## src/rtl/blue_motion_if.sv

```systemverilog
// Blue character control and pixel-lookup bundle.
// Keys, tick and VGA scan in; position, state and sprite address out.
interface blue_motion_if;
  logic        tick;
  logic        key_left;
  logic        key_right;
  logic        key_jump;
  logic [9:0]  vga_x;
  logic [9:0]  vga_y;
  logic [9:0]  pos_x;
  logic [9:0]  pos_y;
  logic [2:0]  blue_state;
  logic [13:0] blue_addr;
  logic        blue_hit;

  modport master (
    output tick, key_left, key_right, key_jump,
    output vga_x, vga_y,
    input  pos_x, pos_y, blue_state,
    input  blue_addr, blue_hit
  );

  modport slave (
    input  tick, key_left, key_right, key_jump,
    input  vga_x, vga_y,
    output pos_x, pos_y, blue_state,
    output blue_addr, blue_hit
  );
endinterface

```

## src/rtl/blue_motion.sv

```systemverilog
// Blue character motion controller: walking, jump physics, state word
// for the sprite renderer, and VGA pixel to sprite ROM address mapping.
module blue_motion #(
  parameter int SCREEN_W = 640,
  parameter int SPR_W    = 47,
  parameter int SPR_H    = 60,
  parameter int X_INIT   = 40,
  parameter int GROUND_Y = 420,
  parameter int STEP_X   = 2,
  parameter int JUMP_V   = 12,
  parameter int GRAVITY  = 1,
  parameter int VMAX     = 12
) (
  input logic          clk,
  input logic          rst,
  blue_motion_if.slave bus
);
  localparam logic [10:0] X_MAX = 11'(SCREEN_W - SPR_W);
  localparam logic [10:0] STEP  = 11'(STEP_X);
  localparam logic [10:0] GND   = 11'(GROUND_Y);
  localparam logic [9:0]  X_RST = 10'(X_INIT);
  localparam logic [4:0]  V_JMP = 5'(JUMP_V);
  localparam logic [4:0]  V_G   = 5'(GRAVITY);
  localparam logic [4:0]  V_MAX = 5'(VMAX);

  typedef enum logic [1:0] {
    GND_IDLE, GND_MOVE, AIR_RISE, AIR_FALL
  } state_t;

  state_t      state, state_n;
  logic [9:0]  pos_x, pos_x_n;
  logic [9:0]  pos_y, pos_y_n;
  logic [4:0]  vy, vy_n;
  logic        facing, facing_n;
  logic        armed, armed_n;
  logic [2:0]  bstate, bstate_n;

  logic        go_r, go_l, moving;
  logic [10:0] x_add, x_sub;
  logic [10:0] y_rise, y_fall;
  logic        y_top;
  logic [4:0]  vy_dec, vy_inc, vy_cap;

  assign go_r   = bus.key_right & ~bus.key_left;
  assign go_l   = bus.key_left & ~bus.key_right;
  assign moving = go_r | go_l;

  // Wide arithmetic so clamps never see a wrapped value
  assign x_add  = {1'b0, pos_x} + STEP;
  assign x_sub  = {1'b0, pos_x} - STEP;
  assign y_rise = {1'b0, pos_y} - {6'd0, vy};
  assign y_top  = y_rise[10] | (y_rise == 11'd0);
  assign vy_dec = vy - V_G;
  assign vy_inc = vy + V_G;
  assign vy_cap = (vy_inc > V_MAX) ? V_MAX : vy_inc;
  assign y_fall = {1'b0, pos_y} + {6'd0, vy_cap};

  // Next-state and physics; everything but arming waits for tick
  always_comb begin
    state_n  = state;
    pos_x_n  = pos_x;
    pos_y_n  = pos_y;
    vy_n     = vy;
    facing_n = facing;
    armed_n  = armed | ~bus.key_jump;
    bstate_n = bstate;
    if (bus.tick) begin
      unique case (1'b1)
        go_r: begin
          facing_n = 1'b1;
          pos_x_n  = (x_add > X_MAX) ? X_MAX[9:0]
                                     : x_add[9:0];
        end
        go_l: begin
          facing_n = 1'b0;
          pos_x_n  = x_sub[10] ? 10'd0 : x_sub[9:0];
        end
        default: ;
      endcase
      unique case (state)
        GND_IDLE, GND_MOVE: begin
          state_n = moving ? GND_MOVE : GND_IDLE;
          if (bus.key_jump && armed) begin
            vy_n    = V_JMP;
            armed_n = 1'b0;
            state_n = AIR_RISE;
          end
        end
        AIR_RISE: begin
          pos_y_n = y_rise[10] ? 10'd0 : y_rise[9:0];
          vy_n    = vy_dec;
          if (vy_dec == 5'd0 || y_top) begin
            vy_n    = 5'd0;
            state_n = AIR_FALL;
          end
        end
        AIR_FALL: begin
          vy_n    = vy_cap;
          pos_y_n = y_fall[9:0];
          if (y_fall >= GND) begin
            pos_y_n = GND[9:0];
            vy_n    = 5'd0;
            state_n = moving ? GND_MOVE : GND_IDLE;
          end
        end
      endcase
      bstate_n = {moving, state_n[1], facing_n};
    end
  end

  // Motion registers
  always_ff @(posedge clk) begin
    if (rst) begin
      state  <= GND_IDLE;
      pos_x  <= X_RST;
      pos_y  <= GND[9:0];
      vy     <= 5'd0;
      facing <= 1'b1;
      armed  <= 1'b1;
      bstate <= 3'b001;
    end else begin
      state  <= state_n;
      pos_x  <= pos_x_n;
      pos_y  <= pos_y_n;
      vy     <= vy_n;
      facing <= facing_n;
      armed  <= armed_n;
      bstate <= bstate_n;
    end
  end

  logic [10:0] x_end, y_end;
  logic [9:0]  dx, dy;
  logic        hit;
  logic [13:0] addr;
  logic [13:0] addr_q;
  logic        hit_q;

  assign x_end = {1'b0, pos_x} + 11'(SPR_W);
  assign y_end = {1'b0, pos_y} + 11'(SPR_H);
  assign hit   = (bus.vga_x >= pos_x)
              && ({1'b0, bus.vga_x} < x_end)
              && (bus.vga_y >= pos_y)
              && ({1'b0, bus.vga_y} < y_end);
  assign dx    = bus.vga_x - pos_x;
  assign dy    = bus.vga_y - pos_y;
  assign addr  = 14'(dy) * 14'(SPR_W) + 14'(dx);

  // Pixel lookup, one clock behind the scan position
  always_ff @(posedge clk) begin
    if (rst) begin
      hit_q  <= 1'b0;
      addr_q <= 14'd0;
    end else begin
      hit_q  <= hit;
      addr_q <= hit ? addr : 14'd0;
    end
  end

  assign bus.pos_x      = pos_x;
  assign bus.pos_y      = pos_y;
  assign bus.blue_state = bstate;
  assign bus.blue_addr  = addr_q;
  assign bus.blue_hit   = hit_q;
endmodule
```

## src/flat_wrapper.sv

```systemverilog
// flat-port wrapper written by rule: the top's interface ports become plain ports
module blue_motion_flat 
#(
  parameter int SCREEN_W = 640,
  parameter int SPR_W    = 47,
  parameter int SPR_H    = 60,
  parameter int X_INIT   = 40,
  parameter int GROUND_Y = 420,
  parameter int STEP_X   = 2,
  parameter int JUMP_V   = 12,
  parameter int GRAVITY  = 1,
  parameter int VMAX     = 12
)
  (clk, rst, bus_tick, bus_key_left, bus_key_right, bus_key_jump, bus_vga_x, bus_vga_y, bus_pos_x, bus_pos_y, bus_blue_state, bus_blue_addr, bus_blue_hit);
  blue_motion_if bus_i ();
  input logic clk;
  input logic rst;
  input wire logic [$bits(bus_i.tick)-1:0] bus_tick;
  input wire logic [$bits(bus_i.key_left)-1:0] bus_key_left;
  input wire logic [$bits(bus_i.key_right)-1:0] bus_key_right;
  input wire logic [$bits(bus_i.key_jump)-1:0] bus_key_jump;
  input wire logic [$bits(bus_i.vga_x)-1:0] bus_vga_x;
  input wire logic [$bits(bus_i.vga_y)-1:0] bus_vga_y;
  output wire logic [$bits(bus_i.pos_x)-1:0] bus_pos_x;
  output wire logic [$bits(bus_i.pos_y)-1:0] bus_pos_y;
  output wire logic [$bits(bus_i.blue_state)-1:0] bus_blue_state;
  output wire logic [$bits(bus_i.blue_addr)-1:0] bus_blue_addr;
  output wire logic [$bits(bus_i.blue_hit)-1:0] bus_blue_hit;
  assign bus_i.tick = bus_tick;
  assign bus_i.key_left = bus_key_left;
  assign bus_i.key_right = bus_key_right;
  assign bus_i.key_jump = bus_key_jump;
  assign bus_i.vga_x = bus_vga_x;
  assign bus_i.vga_y = bus_vga_y;
  assign bus_pos_x = bus_i.pos_x;
  assign bus_pos_y = bus_i.pos_y;
  assign bus_blue_state = bus_i.blue_state;
  assign bus_blue_addr = bus_i.blue_addr;
  assign bus_blue_hit = bus_i.blue_hit;
  blue_motion #(.SCREEN_W(SCREEN_W), .SPR_W(SPR_W), .SPR_H(SPR_H), .X_INIT(X_INIT), .GROUND_Y(GROUND_Y), .STEP_X(STEP_X), .JUMP_V(JUMP_V), .GRAVITY(GRAVITY), .VMAX(VMAX)) u_core (.clk(clk), .rst(rst), .bus(bus_i));
endmodule
```

## config.mk

```make
export PLATFORM = sky130hd
export DESIGN_NAME = blue_motion_flat
export DESIGN_NICKNAME = d
export VERILOG_FILES = /design/src/rtl/blue_motion_if.sv /design/src/rtl/blue_motion.sv /design/src/flat_wrapper.sv
export SDC_FILE = /design/constraint.sdc
export NUM_CORES = 1
export LEC_CHECK = 0
export CELL_PAD_IN_SITES_DETAIL_PLACEMENT = 1
export CELL_PAD_IN_SITES_GLOBAL_PLACEMENT = 1
export CORE_MARGIN = 3
export CORE_UTILIZATION = 44
export DETAILED_ROUTE_END_ITERATION = 6
export PLACE_DENSITY_LB_ADDON = 0.1
export SLEW_MARGIN = 20
export SYNTH_ARGS = -nofsm -noshare
export SYNTH_HDL_FRONTEND = slang
export SYNTH_SLANG_ARGS = --single-unit
```

## constraint.sdc

```tcl
create_clock -name clk -period 9.6 [get_ports clk]
set_input_delay 2.88 -clock clk [delete_from_list [all_inputs] [get_ports clk]]
set_output_delay 2.88 -clock clk [all_outputs]
set_load 0.01 [all_outputs]
```

==> impl_metrics.toml, run 1 <==
[power]
p_total_uw = 2170
switchingPower_uw = 1090
power_per_cell_area_nw_per_um2 = 289
pwr-share-seq_pct = 10.3
internal-power_uw = 1070
clkPwrFrac_pct = 9.7
pwr-share-comb_pct = 80.1
p_leak_uw = 0.00308
peakVddDrop_uv = 282
switching_share_pct = 50.5

[critical_path]
crit_family = "adder cells"
startpoint_type = "input pin"
arrival_ns = 9.13
cpMostUsedCell = "inv_1"
crit_path_top_delay_cell = "fa_1"
cp_max_fo = 5
slowest_delay_ns = 0.58
critPathRequiredTime_ns = 9.82
crit_type = "in -> reg"
cp-end-kind = "flip-flop"
timing.critical_path.buf_inv = 7
worstPathCellList = "clkdlybuf4s50_1, inv_1, ha_1, inv_1, fa_1, a21o_1, a21oi_1, o221ai_1, xor2_1, inv_1, fa_1, inv_1, fa_1, fa_1, inv_1, fa_1, inv_1, ha_1, and3_1, a21oi_1, o21ai_0, o41a_1, xnor2_1, nor3_1"

[synth]
seq_area_frac_synth_pct = 13.7
syn_inst = 845
synth.top_cell.area_share_pct = 18.1
yosysWarnings = 0
synth_cell_types = 76
dominantRegCellSynth = "dfxtp_1"
synth-seq-cells = 45
synth-edff-count = 0
syn_area_sq_um = 6580
syn_avg_cell_area_sq_um = 7.79
synthesis.nets = 1000
yosys.area.top_type = "ha_1"
ys_top_cells_by_area = "ha_1, dfxtp_1, fa_1"
ys_async_sr_fraction_pct = 0

[floorplanning]
initial_core_util_pct = 45.1
ios = 64
rows = 44
die_h_microns = 128
die-area_sq_um = 16500
core-area_sq_um = 14600
die_x_microns = 128

[clocking]
root_buffer = "clkbuf_16"
clock_path_buffers = 2
hold_buffers = 0
clkTransAtPathRegs_ns = 0.07
cts_resized = 0
cts_max_level = 2
cts_buffers = 5
cts.sinks = 45
cts_tree = "yes"
cts_setup_buffers = 0
insertion_delay_ns = 0.30

[layout]
antenna_cells = 0
final_cell_mix = "inv_1, ha_1, clkdlybuf4s50_1, nor2_1, a21oi_1"
drive_above_1_share_pct = 3.05
area_delta_synth_final_pct = 13.8
final_nets = 1040
layout_commonest_cell = "inv_1"
n_fill_cell = 1796
fin_area_sq_um = 7490

[sta]
setup_viol = 0
tightest_slew_ns = 0.771
fin_crit_ns = 8.91
fmax_mhz = 112
tns_ns = 0
min_period_over_period_pct = 92.8
slew_headroom_pct = 48.2
hold_viol = 0
rsz0062_at_grt = "no"
finalWorstSetupSlack_ns = 0.687
slew_viol_final = 0
fin_skew_ns = 0.0123

[grt]
antenna_found_initial = 0
grt_util_all_layers_pct = 24.8
grt_max_degree = 28
grt_pass1_vias = 6656
grt_overflow = 0
grt_pass1_wl_microns = 33700

[run_status]
run_status = "completed"

[place]
pre_cts_slack_ns = 0.352
gp_congestion = 0.945
dpl_cell_area_sq_um = 7320
portBuffers = 63
dp_hpwl_microns = 16200

[flow_run]
drv_cap = 0

[detailed_routing]
drtIter0Drc = 406
avgViaCountPerCell = 5.97
first_pass_iters = 5
postRouteWirelength_microns = 20300
wire_per_inst_microns = 18.9
postRouteAntennaNets = 0
via_count = 6390
drcViolationCount = 0

[min_path]
min_path_type = "reg -> reg"
## state kept, by name (all words and copies together) (netlist names), named ones only
register / cells
u_core.bus.pos_y: 10
u_core.bus.blue_hit: 1
u_core.state: 1
u_core.bus.pos_x: 10
u_core.armed: 1
u_core.vy: 5
u_core.bus.blue_addr: 14
u_core.bus.blue_state: 2
## final cells by class
| class | instances | area [sq um] | share of cell area (%) |
|---|---|---|---|
| Sequential cell | 45 | 901 | 12.0 |
| Inverter | 112 | 420 | 5.61 |
| Tap cell | 184 | 230 | 3.07 |
| Timing Repair Buffer | 66 | 653 | 8.72 |
| Clock inverter | 2 | 38.8 | 0.518 |
| Multi-Input combinational cell | 655 | 5120 | 68.3 |
| Clock buffer | 6 | 129 | 1.72 |
## synth_stat cells, types with 26 or more instances
master    count
inv_1       109
fa_1         34
nor2_1       61
dfxtp_1      45
nand3_1      26
nor3_1       35
clkbuf_1     26
ha_1         95
o21ai_0      43
a21oi_1      58
nand2_1      53
xnor2_1      34
## cells by family (layout without fill, tap and decap cells)
kind of cell,count (synthesis),count (layout),synth area share (%)
xor gates and xnor gates,49,49,6.52
and+or+nand+nor,243,243,18.4
other,1,1,0.0570
buffers and inverters,145,186,8.57
muxes,5,5,0.779
DFF,45,45,13.7
adders and majority gates,129,129,28.4
AOI/OAI and AO/OA,228,228,23.6
## power by group through the flow
stage / clock (uW) / sequential (uW) / combinational (uW)
global route: 222 / 225 / 1980
floorplan: 0 / 221 / 1310
detailed placement: 0 / 226 / 1720
global placement: 0 / 225 / 1600
finish: 209 / 222 / 1730
CTS: 212 / 222 / 1750
## tightest hold or removal path: stages, from the launching register on
cell and delay (ns):
dfxtp_1 0.31, nand2_1 0.06, a21oi_1 0.06
## path summary, 6_finish.rpt
kind / slack [ns] / depth (start not counted) / startpoint / to
worst max-delay path: 0.69 / 24 / bus_vga_y[0] / u_core.bus.blue_addr[13]
worst min register to register: 0.48 / 2 / u_core.bus.blue_state[2] / u_core.bus.blue_state[2]
worst min-delay path: 0.48 / 2 / u_core.bus.blue_state[2] / u_core.bus.blue_state[2]
worst max register to register: 2.99 / 21 / u_core.bus.pos_y[5] / u_core.bus.blue_addr[13]
## metrics by stage
stage / std cells / hold WS, ns / utilization (%)
2_1_floorplan: 845 / 0.442 / -
3_3_place_gp: 1062 / 0.457 / 50.2
3_5_place_dp: 1062 / 0.469 / 50.2
4_1_cts: 1070 / 0.480 / 51.3
5_1_grt: 1070 / 0.498 / 51.3
6_report: 1070 / 0.479 / 51.3
## per-layer routing
layer / up-vias / global-route usage, % / wire, microns
li1: 3088 / - / -
met1: 3174 / 34.0 / 9680
met2: 109 / 42.4 / 9730
met3: 19 / 2.58 / 632
met4: 0 / 4.93 / 233
met5: - / 0 / 0
Note: power is estimated with default switching activity, not from simulation.
==> inputs of run 2 (changes only) <==
--- a/config.mk
+++ b/config.mk
@@ -6,10 +6,11 @@
 export NUM_CORES = 1
 export LEC_CHECK = 0
 export CELL_PAD_IN_SITES_DETAIL_PLACEMENT = 1
-export CELL_PAD_IN_SITES_GLOBAL_PLACEMENT = 1
+export CELL_PAD_IN_SITES_GLOBAL_PLACEMENT = 2
 export CORE_MARGIN = 3
-export CORE_UTILIZATION = 44
+export CORE_UTILIZATION = 35
 export DETAILED_ROUTE_END_ITERATION = 6
+export GPL_TIMING_DRIVEN = 0
 export PLACE_DENSITY_LB_ADDON = 0.1
 export SLEW_MARGIN = 20
 export SYNTH_ARGS = -nofsm -noshare
==> run 2 against run 1 <==
Clock skew increased by 0.00088 ns. Clock power increased by 4%. Worst hold slack got worse by 0.0016 ns. Sequential power decreased by 4%. Non-clock buffer count increased by 28. Combinational power decreased by 3%. Cell count increased by 6.8%. Routed wire length increased by 5.5%. Register-to-register slack got worse by 0.10 ns. Die area increased by 24%. Maximum frequency decreased by 1.4%.
==> impl_metrics.toml, run 2 (synthesis gave the netlist of run 1 again) <==
[clocking]
cts_buffers = 5
cts_tree = "yes"
hold_buffers = 0
clock_path_buffers = 2
cts_max_level = 2
cts_setup_buffers = 0
insertion_delay_ns = 0.31
root_buffer = "clkbuf_16"
cts_resized = 0
cts.sinks = 45
clkTransAtPathRegs_ns = 0.08

[detailed_routing]
postRouteAntennaNets = 0
drtIter0Drc = 260
drcViolationCount = 0
avgViaCountPerCell = 5.63
wire_per_inst_microns = 18.7
postRouteWirelength_microns = 21400
first_pass_iters = 4
via_count = 6436

[floorplanning]
ios = 64
die-area_sq_um = 20500
core-area_sq_um = 18200
die_x_microns = 143
initial_core_util_pct = 36.1
die_h_microns = 143
rows = 49

[flow_run]
drv_cap = 0

[sta]
min_period_over_period_pct = 94.2
slew_viol_final = 0
fmax_mhz = 111
fin_skew_ns = 0.0132
hold_viol = 0
tightest_slew_ns = 0.794
fin_crit_ns = 9.04
slew_headroom_pct = 46.6
rsz0062_at_grt = "no"
finalWorstSetupSlack_ns = 0.557
fin_hold_ws_ns = 0.478
tns_ns = 0
setup_viol = 0

[layout]
instances_no_fill = 1143
final_cell_mix = "inv_1, ha_1, nor2_1, clkdlybuf4s50_1, a21oi_1"
multiInputGateArea_sq_um = 5120
regArea_sq_um = 901
n_fill_cell = 2248
layout_commonest_cell = "inv_1"
drive_above_1_share_pct = 3.39
antenna_cells = 0
utilization_pct = 42.0
final_nets = 1068
area_delta_synth_final_pct = 16.2
largest_register_ffs = 14

[critical_path]
r2r_start = "u_core.bus.pos_y[1]"
startpoint = "bus_vga_y[1]"
cp-end-kind = "flip-flop"
r2r_end = "u_core.bus.blue_addr[13]"
cp_max_fo = 5
rr_worst_depth = 24
arrival_ns = 9.21
r2r_slack_ns = 2.89
critPathRequiredTime_ns = 9.77
crit_type = "in -> reg"
critPathCapture = "u_core.bus.blue_addr[13]"
startpoint_type = "input pin"

[grt]
grt_pass1_vias = 6829
grt_overflow = 0
grt_util_all_layers_pct = 21.3
antenna_found_initial = 0
grt_max_degree = 15
grt_pass1_wl_microns = 35400

[place]
pre_cts_slack_ns = 0.318
gp_congestion = 0.953
dp_hpwl_microns = 17300
dp.cells = 1135
portBuffers = 61

[power]
peakVddDrop_uv = 243
p_leak_uw = 0.00313
power_per_cell_area_nw_per_um2 = 275

[min_path]
min_path_type = "reg -> reg"

[run_status]
run_status = "completed"
==> run 2: power breakdown <==
part	leakage, uW	total (uW)	switching (uW)	internal (uW)
sequential	0.000366	213	10.4	202
clock	0.0000810	217	92.6	124
combinational	0.00268	1670	940	734
==> run 2: how the worst min path moves through the flow <==
stage	start	endpoint	cells after the start
floorplan	flip-flop	flip-flop	2
global placement	flip-flop	flip-flop	2
detailed placement	u_core.bus.blue_state[2]	u_core.bus.blue_state[2]	2
CTS	u_core.bus.blue_state[2]	u_core.bus.blue_state[2]	2
global route	flip-flop	flip-flop	2
finish	u_core.bus.blue_state[2]	u_core.bus.blue_state[2]	2
==> run 2: metal layers <==
layer | vias up | track usage [%] | part of all wire [%]
met5 | - | 0 | 0
met4 | 0 | 4.20 | 1.0
met3 | 17 | 2.48 | 3.1
met2 | 93 | 36.0 | 47
met1 | 3170 | 29.5 | 48
li1 | 3156 | - | -
==> run 2: worst max-delay path: stages <==
cell and delay, ns:
clkdlybuf4s50_1 0.50, ha_1 0.25, nor2b_1 0.15, o21a_1 0.18, o21a_1 0.18, o21ai_0 0.22, nand2_1 0.10, xor2_1 0.51
inv_1 0.12, fa_1 0.50, inv_1 0.04, ha_1 0.32, fa_1 0.54, inv_1 0.05, fa_1 0.53, inv_1 0.05
ha_1 0.34, nand2_1 0.09, o21ai_0 0.18, o41ai_1 0.54, o21ai_0 0.31, o41a_1 0.38, xnor2_1 0.19, nor3_1 0.06
==> run 2: final cells by class <==
cell class,count,share of cell area (%)
plain buffers,33,1.88
clock buffers,6,1.69
clock inverters,2,0.507
inverters,112,5.50
multi-input cells,655,66.9
flip-flops and latches,45,11.8
well taps,229,3.75
repair buffers,61,7.99
==> run 2: through the flow <==
stage	power (uW)	cell area (sq um)
2_1_floorplan	1530	6580
3_3_place_gp	1840	7480
3_5_place_dp	1900	7480
4_1_cts	2140	7650
5_1_grt	2400	7650
6_report	2100	7650
